===== src/rtl/dvp_tx_pkg.sv =====
// rtl/dvp_tx_pkg.sv - shared types and constants for the DVP pattern transmitter
package dvp_tx_pkg;

    typedef enum logic [2:0] {
        IDLE,
        VS,
        VBP,
        ACTIVE,
        VFP
    } state_e;

    localparam logic [1:0] PAT_BARS  = 2'd0;
    localparam logic [1:0] PAT_RAMP  = 2'd1;
    localparam logic [1:0] PAT_SOLID = 2'd2;
    localparam logic [1:0] PAT_PRBS  = 2'd3;

    localparam logic [9:0] BAR_STEP  = 10'h080;
    localparam logic [9:0] BAR_TOP   = 10'h3FF;
    localparam logic [9:0] PRBS_SEED = 10'h3FF;

    // x^10 + x^7 + 1, shifting towards the MSB
    function automatic logic [9:0] prbs10_next(input logic [9:0] s);
        return {s[8:0], s[9] ^ s[6]};
    endfunction

endpackage


===== src/rtl/dvp_tx_pattern.sv =====
// rtl/dvp_tx_pattern.sv - pixel value generator (bars/ramp/solid, PRBS10 when DVP_TX_PRBS_EN)
module dvp_tx_pattern
    import dvp_tx_pkg::*;
#(
    parameter int H_RES = 640
) (
    input  logic        clk,
    input  logic        rst_n,
    input  logic [11:0] x,
    input  logic        active,
    input  logic [1:0]  mode,
    input  logic [9:0]  solid,
    input  logic        frame_start,
    output logic [9:0]  pixel
);

    localparam logic [11:0] BAR_W = 12'(H_RES / 8);

    logic [11:0] bar_k;
    logic [9:0]  bar_val;

`ifdef DVP_TX_PRBS_EN
    logic [9:0] lfsr_q;
    logic [9:0] lfsr_d;

    // lfsr_q always holds the value for the next HREF-high pixel
    always_comb begin
        lfsr_d = lfsr_q;
        if (frame_start) begin
            lfsr_d = PRBS_SEED;
        end else if (active) begin
            lfsr_d = prbs10_next(lfsr_q);
        end
    end

    always_ff @(posedge clk or negedge rst_n) begin
        if (!rst_n) begin
            lfsr_q <= PRBS_SEED;
        end else begin
            lfsr_q <= lfsr_d;
        end
    end
`else
    logic unused_prbs;
    assign unused_prbs = ^{clk, rst_n, frame_start};
`endif

    always_comb begin
        bar_k   = x / BAR_W;
        bar_val = BAR_TOP - 10'(10'(bar_k) * BAR_STEP);
        pixel   = '0;
        if (active) begin
            case (mode)
                PAT_RAMP:  pixel = x[9:0];
                PAT_SOLID: pixel = solid;
`ifdef DVP_TX_PRBS_EN
                PAT_PRBS:  pixel = lfsr_q;
`endif
                default:   pixel = bar_val;
            endcase
        end
    end

endmodule


===== src/rtl/dvp_pattern_tx.sv =====
// rtl/dvp_pattern_tx.sv - DVP frame timing and registered outputs; DVP_TX_PRBS_EN enables pattern 3 PRBS10
module dvp_pattern_tx
    import dvp_tx_pkg::*;
#(
    parameter int   H_RES     = 640,
    parameter int   H_BLANK   = 144,
    parameter int   V_RES     = 480,
    parameter int   VS_LINES  = 3,
    parameter int   VBP_LINES = 17,
    parameter int   VFP_LINES = 10,
    parameter logic VS_POL    = 1'b0
) (
    input  logic       I_clk,
    input  logic       I_rst_n,
    input  logic       I_en,
    input  logic [1:0] I_pattern,
    input  logic [9:0] I_solid,
    output logic       O_vsync,
    output logic       O_href,
    output logic [9:0] O_pixdata,
    output logic       O_frame_done,
    output logic       O_busy
);

    localparam logic [11:0] LP_LAST   = 12'(H_RES + H_BLANK - 1);
    localparam logic [11:0] H_ACT     = 12'(H_RES);
    localparam logic [11:0] VS_LAST   = 12'(VS_LINES - 1);
    localparam logic [11:0] VBP_LAST  = 12'(VBP_LINES - 1);
    localparam logic [11:0] ACT_LAST  = 12'(V_RES - 1);
    localparam logic [11:0] VFP_LAST  = 12'(VFP_LINES - 1);

    state_e      state_q, state_d;
    logic [11:0] hcnt_q, hcnt_d;
    logic [11:0] lcnt_q, lcnt_d;
    logic [1:0]  mode_q, mode_d;
    logic [9:0]  solid_q, solid_d;
    logic        vsync_q, vsync_d;
    logic        href_q, href_d;
    logic [9:0]  pix_q, pix_d;
    logic        done_q, done_d;
    logic        busy_q, busy_d;
    logic        last_line;
    logic        frame_start;
    logic [9:0]  pixel;

    always_comb begin
        state_d = state_q;
        hcnt_d  = hcnt_q;
        lcnt_d  = lcnt_q;
        case (state_q)
            VS:      last_line = (lcnt_q == VS_LAST);
            VBP:     last_line = (lcnt_q == VBP_LAST);
            ACTIVE:  last_line = (lcnt_q == ACT_LAST);
            VFP:     last_line = (lcnt_q == VFP_LAST);
            default: last_line = 1'b0;
        endcase

        if (state_q == IDLE) begin
            hcnt_d = '0;
            lcnt_d = '0;
            if (I_en) begin
                state_d = VS;
            end
        end else if (hcnt_q == LP_LAST) begin
            hcnt_d = '0;
            if (last_line) begin
                lcnt_d = '0;
                case (state_q)
                    VS:      state_d = VBP;
                    VBP:     state_d = ACTIVE;
                    ACTIVE:  state_d = VFP;
                    VFP:     state_d = I_en ? VS : IDLE;
                    default: state_d = IDLE;
                endcase
            end else begin
                lcnt_d = lcnt_q + 12'd1;
            end
        end else begin
            hcnt_d = hcnt_q + 12'd1;
        end
    end

    // Outputs are decoded from the next state so they register on the same edge as the state change
    always_comb begin
        frame_start = (state_d == VS) && (state_q != VS);
        mode_d      = frame_start ? I_pattern : mode_q;
        solid_d     = frame_start ? I_solid : solid_q;
        vsync_d     = (state_d == VS) ? VS_POL : ~VS_POL;
        href_d      = (state_d == ACTIVE) && (hcnt_d < H_ACT);
        pix_d       = pixel;
        done_d      = (state_d == VFP) && (hcnt_d == LP_LAST) && (lcnt_d == VFP_LAST);
        busy_d      = (state_d != IDLE);
    end

    dvp_tx_pattern #(
        .H_RES(H_RES)
    ) u_pattern (
        .clk        (I_clk),
        .rst_n      (I_rst_n),
        .x          (hcnt_d),
        .active     (href_d),
        .mode       (mode_q),
        .solid      (solid_q),
        .frame_start(frame_start),
        .pixel      (pixel)
    );

    always_ff @(posedge I_clk or negedge I_rst_n) begin
        if (!I_rst_n) begin
            state_q <= IDLE;
            hcnt_q  <= '0;
            lcnt_q  <= '0;
            mode_q  <= PAT_BARS;
            solid_q <= '0;
            vsync_q <= ~VS_POL;
            href_q  <= 1'b0;
            pix_q   <= '0;
            done_q  <= 1'b0;
            busy_q  <= 1'b0;
        end else begin
            state_q <= state_d;
            hcnt_q  <= hcnt_d;
            lcnt_q  <= lcnt_d;
            mode_q  <= mode_d;
            solid_q <= solid_d;
            vsync_q <= vsync_d;
            href_q  <= href_d;
            pix_q   <= pix_d;
            done_q  <= done_d;
            busy_q  <= busy_d;
        end
    end

    assign O_vsync      = vsync_q;
    assign O_href       = href_q;
    assign O_pixdata    = pix_q;
    assign O_frame_done = done_q;
    assign O_busy       = busy_q;

endmodule


===== config.mk =====
export PLATFORM = sky130hd
export DESIGN_NAME = dvp_pattern_tx
export DESIGN_NICKNAME = d
export VERILOG_FILES = /design/src/rtl/dvp_tx_pkg.sv /design/src/rtl/dvp_tx_pattern.sv /design/src/rtl/dvp_pattern_tx.sv
export SDC_FILE = /design/constraint.sdc
export NUM_CORES = 1
export LEC_CHECK = 0
export BUFFER_PORTS_ARGS = -buffer_cell sky130_fd_sc_hd__buf_2
export CAP_MARGIN = 30
export CORE_MARGIN = 2
export CORE_UTILIZATION = 54
export CTS_CLUSTER_DIAMETER = 30
export DETAILED_ROUTE_END_ITERATION = 10
export GPL_ROUTABILITY_DRIVEN = 0
export PLACE_DENSITY = 0.76
export SYNTH_ARGS = -nofsm -noshare
export SYNTH_HDL_FRONTEND = slang
export SYNTH_SLANG_ARGS = --single-unit

===== constraint.sdc =====
create_clock -name I_clk -period 3.04 [get_ports I_clk]
set_clock_uncertainty 0.2 [all_clocks]
set_input_delay 0.304 -clock I_clk [delete_from_list [all_inputs] [get_ports I_clk]]
set_output_delay 0.304 -clock I_clk [all_outputs]
set_load 0.03 [all_outputs]

## Yosys cells after proc, flatten, opt, wreduce, memory -nomap -nowiden

Cells that the tools add are included.

| storage, ports and cells | value |
|---|---|
| bits in registers | 53 |
| input bits | 15 |
| output and inout bits | 14 |
| word-level logic and storage cells | 53 |

| operators by class | value |
|---|---|
| add/sub/neg operators | 3 |
| div/mod/pow operators | 1 |
| order comparisons | 1 |
| equality and inequality tests | 17 |
| multiplexer cells | 15 |
| reduce and logical (&&, ||, !) cells | 6 |

Operator list:

| cell | count |
|---|---|
| $mux 12 | 5 |
| $add 12x1->12 const B | 2 |
| $eq 12x10->1 const B | 2 |
| $eq 12x4->1 const B | 2 |
| $pmux 10 s2 | 1 |
| $div 12x7->12 const B | 1 |
| $eq 12x2->1 const B | 1 |
| $eq 12x5->1 const B | 1 |
| $eq 12x9->1 const B | 1 |
| $lt 12x10->1 const B | 1 |
| $mux 3 | 4 |
| $pmux 3 s4 | 1 |
| $mux 10 | 1 |
| $sub 10x10->10 const A | 1 |
| $eq 3x2->1 const B | 3 |
| $eq 3x1->1 const B | 2 |
| $eq 3x3->1 const B | 2 |
| $logic_and 1x1->1 | 4 |
| $pmux 1 s4 | 1 |
| $logic_not 3->1 | 1 |
| $ne 3x1->1 const B | 1 |
| $reduce_bool 3->1 | 1 |
| $eq 2x1->1 const B | 1 |
| $eq 2x2->1 const B | 1 |
| $mux 1 | 2 |

## Depth between registers and ports, before layout

Gate-level depths: netlist of run 1.

| logic depth | value |
|---|---|
| word-level depth | 8 |
| gate-level depth with buffers | 12 |

## By module

From an unflattened synthesis of run 1, not the netlist that was laid out.

| second synthesis, totals | value |
|---|---|
| cells, all modules | 357 |
| area total of the unflattened synthesis | 3382.0 µm² |

By module, submodules not included:

| module | times used | cells each | area each (µm²) | sequential area each (µm²) |
|---|---|---|---|---|
| dvp_pattern_tx | 1 | 263 | 2700.1 | 1327.5 |
| dvp_tx_pattern | 1 | 94 | 681.9 | 0.0 |

## Worst setup path before layout of run 1

OpenSTA, ideal clock, no wires.

| path | value |
|---|---|
| path kind | register to register |
| start point | register hcnt_q[4] |
| end point | register pix_q[8] (netlist: O_pixdata[8]) |
| library setup time | 80 ps |
| arrival | 2687 ps |
| required time | 2760 ps |
| path slack | 73 ps |
| cell stages (with the launch flop) | 10 |
| period minus slack after synthesis | 2967 ps |
| cells stage by stage | dfrtp_1 -> or4b_4 -> o31ai_4 -> a21o_4 -> inv_1 -> xnor2_1 -> a221o_1 -> and3_1 -> o31a_1 -> nor3_2 |

| between the ends | value |
|---|---|
| cells in the longest elaborated chain, start to end | 7 |
| elaborated cells between the ends (all ways) | 13 |

RTL lines:

| item | line | RTL |
|---|---|---|
| start: declaration | dvp_pattern_tx.sv:33 | `logic [11:0] hcnt_q, hcnt_d;` |
| start signal: assignment | dvp_pattern_tx.sv:122 | `hcnt_q <= hcnt_d;` |
| $add 12x1->12 / $eq 12x10->1 (equally long branches) | dvp_pattern_tx.sv:79, dvp_pattern_tx.sv:64 |  |
| $mux 12 (*) | dvp_pattern_tx.sv:64 | `end else if (hcnt_q == LP_LAST) begin` |
| $mux 12 (*) | dvp_pattern_tx.sv:58 | `if (state_q == IDLE) begin` |
| via hcnt_d[9] | dvp_pattern_tx.sv:33 |  |
| $div 12x7->12 | dvp_tx_pattern.sv:49 | `bar_k = x / BAR_W;` |
| $sub 10x10->10 | dvp_tx_pattern.sv:50 | `bar_val = BAR_TOP - 10'(10'(bar_k) * BAR_STEP);` |
| $pmux 10 s2 | dvp_tx_pattern.sv:53 | `case (mode)` |
| $mux 10 (*) | dvp_tx_pattern.sv:52 | `if (active) begin` |
| via pix_d[8] | dvp_pattern_tx.sv:39 | `logic [9:0] pix_q, pix_d;` |
| end signal: assignment | dvp_pattern_tx.sv:128 | `pix_q <= pix_d;` |
| end: declaration | dvp_pattern_tx.sv:39 |  |

Mark *: on every way through the listed nets, which the timed path passes. The rest lies on a longest branch.
A chain may end at the register's enable or synchronous reset.

## Final worst setup path of run 1

| path | value |
|---|---|
| start point | register hcnt_q[5] |
| end point | register pix_q[8] (netlist: O_pixdata[8]) |

The elaborated chain is that of the path after synthesis.

==> flow_metrics.py, run 1 <==
metrics = {
    "status": {
        "outcome": "finished with violations",
        "violations": "negative setup slack",
    },
    "cts": {
        "insertion_delay_ps": 320,
        "h-tree-depth": 2,
        "clockRootBuffer": "clkbuf_8",
        "cts.path.max_buffers": 2,
        "cts_made_buffers": 5,
        "cts_tree": "yes",
        "clk_pin_slew_ps": 100,
        "clock-sinks": 53,
    },
    "route": {
        "routed_via_density": 6.36,
        "drt_first_pass_iters": 5,
        "drtAntennaViolNets": 0,
        "drtIter0Drc": 246,
        "via_count": 3204,
        "drcViolationCount": 0,
        "wl_per_cell_um": 18.1,
        "wl_um": 9120,
    },
    "yosys": {
        "synth_warnings": 0,
        "synthCells": 367,
        "synth-async-reset-ratio": 1.00,
        "syn_area_sq_mm": 0.00335,
        "synth.largest_area_cell": "dfrtp_1",
        "ys_ff_latch": 53,
        "synth_flop_cell": "dfrtp_1",
        "synth_top_area_frac": 0.388,
        "syn-num-nets": 386,
        "synth_edf_count": 0,
        "synthTopCellsByArea": "dfrtp_1 (39%), mux2_2 (4.4%), nor2_1 (4.0%)",
        "synthDistinctLibCells": 72,
        "avgSynthCellArea_sq_um": 9.13,
        "seq_area_frac_synth": 0.396,
    },
    "worst_hold_path": {
        "holdCritPathClass": "primary input to register",
    },
    "sta": {
        "finalHoldViolCount": 0,
        "min_period_over_period": 1.01,
        "fin_ws_ps": -36.1,
        "rsz0062_at_grt": "true",
        "tightest_slew_ps": 848,
        "finalCriticalPeriod_ps": 3080,
        "setup_violations": 1,
        "max_freq_mhz": 325,
        "slew_headroom": 0.435,
        "report.final.slew_viol_count": 0,
    },
    "setup_path": {
        "crit_fanout": 6,
        "cp_slowest_stage_delay_ps": 600,
        "crit_top_cell": "o31a_1",
        "cp_slowest_cell": "or4b_4",
        "end_kind": "register",
        "cp_cell_sequence": "or4b_4 > o31a_1 > o21ai_2 > inv_4 > xnor2_2 > a221o_1 > and3_4 > o31a_1 > nor3_2",
        "worstPathArrival_ps": 3110,
        "cp_data_required_time_ps": 3070,
        "cp_num_buf_inv": 1,
        "cp_top_family": "compound AO/OA/AOI/OAI gates",
        "worst_setup_path_start_kind": "register",
        "critPathKind": "register to register",
    },
    "finish": {
        "n_antenna_cell": 0,
        "drive_gt1_frac": 0.305,
        "mostFrequentLayoutCells": "buf_4 (49), dfrtp_1 (48), nor2_1 (36), buf_2 (28), nand2_1 (26)",
        "synthToLayoutAreaGrowth_pct": 19.3,
        "nFillCells": 463,
        "mostFrequentLayoutCell": "buf_4",
        "nNetsFinal": 447,
    },
    "placed_design": {
        "dpl.hpwl_um": 6440,
        "dp_slack_ps": -3.24,
        "port_buffers": 28,
    },
    "power_and_ir_drop": {
        "powerDensity_mw_per_mm2": 281,
        "report.power.total_mw": 1.12,
        "p_leak_nw": 1.84,
        "ir_drop_mv": 0.310,
    },
    "floorplanning": {
        "io_pins": 29,
        "coreArea_sq_mm": 0.00596,
        "start_util": 0.563,
        "dieArea_sq_mm": 0.00685,
        "die_height_um": 82.8,
        "die_width_um": 82.8,
        "rows": 28,
    },
    "run": {
        "cap_violations": 0,
    },
    "grt": {
        "grt_overflow": 0,
        "grt_pass1_vias": 2849,
        "track_usage": 0.269,
        "grt_pass1_wl_um": 13900,
        "grt_max_degree": 39,
        "antenna_found_initial": 0,
    },
}
## layout make-up
| type | count | area, sq um | share of cell area |
|---|---|---|---|
| Multi-Input combinational cell | 276 | 1900 | 0.474 |
| Timing Repair Buffer | 79 | 538 | 0.135 |
| Tap cell | 75 | 93.8 | 0.0235 |
| Clock inverter | 3 | 17.5 | 0.00438 |
| Clock buffer | 5 | 68.8 | 0.0172 |
| Inverter | 13 | 51.3 | 0.0128 |
| Sequential cell | 53 | 1330 | 0.333 |
## worst reg2reg max path: cells and delay by family, from the launching register on
kind	cells	cell delay, ps
AOI/OAI and AO/OA	4	1200
and+or+nand+nor	3	950
DFF	1	440
xor gates and xnor gates	1	140
buffers and inverters	1	80
## metrics by stage
step	hold slack, ps	util	cell area (sq um)	TNS (ps)	std cells
floorplan	-192	-	3350	0	367
global placement	237	0.630	3750	0	483
detailed placement	241	0.630	3750	-3.24	483
CTS	15.4	0.646	3850	0	492
global route	6.23	0.671	4000	-1890	504
finish	11.2	0.671	4000	-36.1	504
## flip-flops by register name (all words and copies together) (netlist names)
| register | count |
|---|---|
| hcnt_q | 12 |
| mode_q | 2 |
| O_pixdata | 10 |
| O_frame_done | 1 |
| O_busy | 1 |
| O_href | 1 |
| lcnt_q | 12 |
| solid_q | 10 |
| O_vsync | 1 |
| state_q | 3 |
## Yosys cell counts, types with 3 or more instances
cell / n
dfrtp_1: 52
nor2_1: 36
nand2_1: 26
a21oi_1: 20
nand3_1: 16
nor3_1: 14
o21ai_0: 14
mux2_2: 13
clkbuf_1: 12
inv_1: 12
xnor2_1: 12
and3_1: 10
nand4_1: 10
xor2_1: 10
a221oi_1: 8
nor4_1: 7
buf_2: 6
ha_1: 4
o31a_1: 4
and2_1: 3
and4_1: 3
buf_6: 3
mux2i_1: 3
nand3_2: 3
o211ai_1: 3
or2_1: 3
## kinds of logic after synthesis
kind of cell,share of synthesized area
muxes,0.0527
and+or+nand+nor,0.246
xor gates and xnor gates,0.0575
DFF,0.396
adders and majority gates,0.0209
AOI/OAI and AO/OA,0.173
buffers and inverters,0.0545
## per-layer routing
metal  global-route usage  wire length [um]
met5                    0                 0
met4               0.0705               172
met2                0.450              4570
met1                0.361              3710
met3               0.0476               674
## power by group
group	internal (mW)	leakage, nW	switching [mW]
logic	0.00812	1.09	0.0163
clock network	0.159	0.0439	0.235
registers	0.704	0.707	0
total	0.872	1.84	0.252
## what timing repair did
action,CTS,global route
hold buffers,1,0
buffers inserted,0,12
pin swaps,3,9
setup endpoints to repair,3,17
endpoints found under the hold margin,36,0
gates resized for setup,1,16
## worst paths after layout
check / from / end / slack (ps) / cells after the start
min in group asynchronous: I_rst_n / lcnt_q[11] / 420 / 2
max in group asynchronous: I_rst_n / hcnt_q[2] / 1460 / 3
worst min-delay path: I_solid[6] / solid_q[6] / 10 / 2
worst min register to register: solid_q[7] / solid_q[7] / 320 / 1
worst max register to register: hcnt_q[5] / O_pixdata[8] / -40 / 9
worst max-delay path: hcnt_q[5] / O_pixdata[8] / -40 / 9
Note: power is estimated with default switching activity, not from simulation.
==> run 2: changes to the inputs <==
==> constraint.sdc (replaced) <==
create_clock -name I_clk -period 3.04 [get_ports I_clk]
set_clock_uncertainty 0.2 [all_clocks]
set_input_delay 0.76 -clock I_clk [delete_from_list [all_inputs] [get_ports I_clk]]
set_output_delay 0.76 -clock I_clk [all_outputs]
set_load 0.03 [all_outputs]
==> flow_metrics.py, run 2 (same netlist as run 1, synthesis figures left out) <==
metrics = {
    "cts": {
        "hold_buffers": 0,
        "h-tree-depth": 2,
        "cts_tree": "yes",
        "clockRootBuffer": "clkbuf_8",
        "cts_made_buffers": 5,
        "clock-sinks": 53,
        "cts.path.max_buffers": 2,
        "clk_pin_slew_ps": 90,
        "insertion_delay_ps": 300,
    },
    "sta": {
        "slew_headroom": 0.586,
        "finalHoldViolCount": 0,
        "max_freq_mhz": 331,
        "rsz0062_at_grt": "true",
        "tightest_slew_ps": 621,
        "report.final.slew_viol_count": 0,
        "whs_ps": 257,
        "min_period_over_period": 0.993,
        "setup_violations": 0,
        "fin_ws_ps": 22.0,
        "finalCriticalPeriod_ps": 3020,
    },
    "power_and_ir_drop": {
        "ir_drop_mv": 0.337,
        "powerDensity_mw_per_mm2": 296,
        "p_leak_nw": 1.85,
    },
    "setup_path": {
        "critPathKind": "register to register",
        "cp_num_buf_inv": 1,
        "worst_setup_path_start_kind": "register",
        "crit_top_cell": "o31a_1",
        "cp_slowest_stage_delay_ps": 570,
        "cp_slowest_cell": "or4b_4",
        "end_kind": "register",
        "cp_data_required_time_ps": 3060,
        "cp_cell_sequence": "or4b_4 > o31a_1 > o21ai_2 > inv_4 > xnor2_1 > a221o_1 > and3_4 > o31a_1 > nor3_2",
        "crit_fanout": 7,
        "cp_top_family": "compound AO/OA/AOI/OAI gates",
        "worstPathArrival_ps": 3040,
    },
    "route": {
        "drtIter0Drc": 237,
        "drt_first_pass_iters": 7,
        "wl_per_cell_um": 17.5,
        "routed_via_density": 6.22,
        "wl_um": 8840,
        "via_count": 3141,
        "drcViolationCount": 0,
        "drtAntennaViolNets": 0,
    },
    "floorplanning": {
        "io_pins": 29,
        "rows": 28,
        "start_util": 0.563,
        "die_width_um": 82.8,
        "dieArea_sq_mm": 0.00685,
        "coreArea_sq_mm": 0.00596,
        "die_height_um": 82.8,
    },
    "grt": {
        "track_usage": 0.257,
        "grt_pass1_wl_um": 13500,
        "grt_max_degree": 29,
        "antenna_found_initial": 0,
        "grt_overflow": 0,
        "grt_pass1_vias": 2916,
    },
    "placed_design": {
        "port_buffers": 28,
        "dpl.hpwl_um": 6400,
        "postPlaceCellArea_sq_mm": 0.00376,
        "dp_slack_ps": -8.42,
    },
    "finish": {
        "nNetsFinal": 448,
        "reg_top3": "hcnt_q (12), lcnt_q (12)",
        "mostFrequentLayoutCell": "buf_4",
        "n_antenna_cell": 0,
        "drive_gt1_frac": 0.309,
        "mostFrequentLayoutCells": "buf_4 (50), dfrtp_1 (48), nor2_1 (35), buf_2 (28), nand2_1 (26)",
        "synthToLayoutAreaGrowth_pct": 20.2,
        "stdcell_area_sq_mm": 0.00403,
    },
    "status": {
        "outcome": "completed",
    },
    "run": {
        "cap_violations": 0,
    },
    "worst_hold_path": {
        "holdCritPathClass": "primary input to asynchronous set/reset pin",
    },
}
==> run 2: worst reg2reg max path, delay by kind of cell (launching register included) <==
| family | cells | cell delay (ps) |
|---|---|---|
| compound gates | 4 | 1190 |
| simple gates | 3 | 910 |
| flops | 1 | 440 |
| xor+xnor | 1 | 130 |
| buf+inv | 1 | 70 |
==> run 2: power breakdown <==
group,total (mW),internal (mW),switching (mW)
Clock,0.466,0.245,0.222
Combinational,0.0239,0.00810,0.0158
Sequential,0.704,0.704,0
==> run 2: timing repair <==
| item | 4_1_cts | 5_1_grt |
|---|---|---|
| setup endpoints to repair | 13 | 18 |
| setup buffers | 1 | 12 |
| pin swaps | 3 | 9 |
| gates resized for setup | 1 | 20 |
==> run 2: routing by layer <==
metal / GRT usage / share of wire / up-vias
met1: 0.333 / 0.42 / 1519
met5: 0 / 0 / -
met3: 0.0357 / 0.060 / 20
met4: 0.0852 / 0.023 / 0
met2: 0.440 / 0.50 / 145
li1: - / - / 1457
==> run 2: layout make-up <==
class | instances | area, sq um
fillers | 453 | 1930
flip-flops and latches | 53 | 1330
multi-input cells | 276 | 1900
repair buffers | 80 | 547
clock buffers | 6 | 72.6
inverters | 13 | 51.3
clock inverters | 2 | 35.0
well taps | 75 | 93.8
==> run 2: final timing paths <==
path	slack [ps]	cells after the start	from	endpoint
hold reg to reg	320	1	solid_q[8]	solid_q[8]
setup / recovery	20	9	hcnt_q[5]	O_pixdata[8]
setup reg to reg	20	9	hcnt_q[5]	O_pixdata[8]
max in group asynchronous	1700	2	I_rst_n	hcnt_q[2]
hold / removal	260	1	I_rst_n	lcnt_q[11]
min in group I_clk	320	1	solid_q[8]	solid_q[8]
==> run 2: metrics by stage <==
stage	power (mW)	instances	util	TNS [ps]
finish	1.19	505	0.676	0
global route	1.23	505	0.676	-137
CTS	1.20	493	0.651	0
detailed placement	0.743	484	0.631	-8.42
global placement	0.743	484	0.631	0
floorplan	0.719	367	-	0
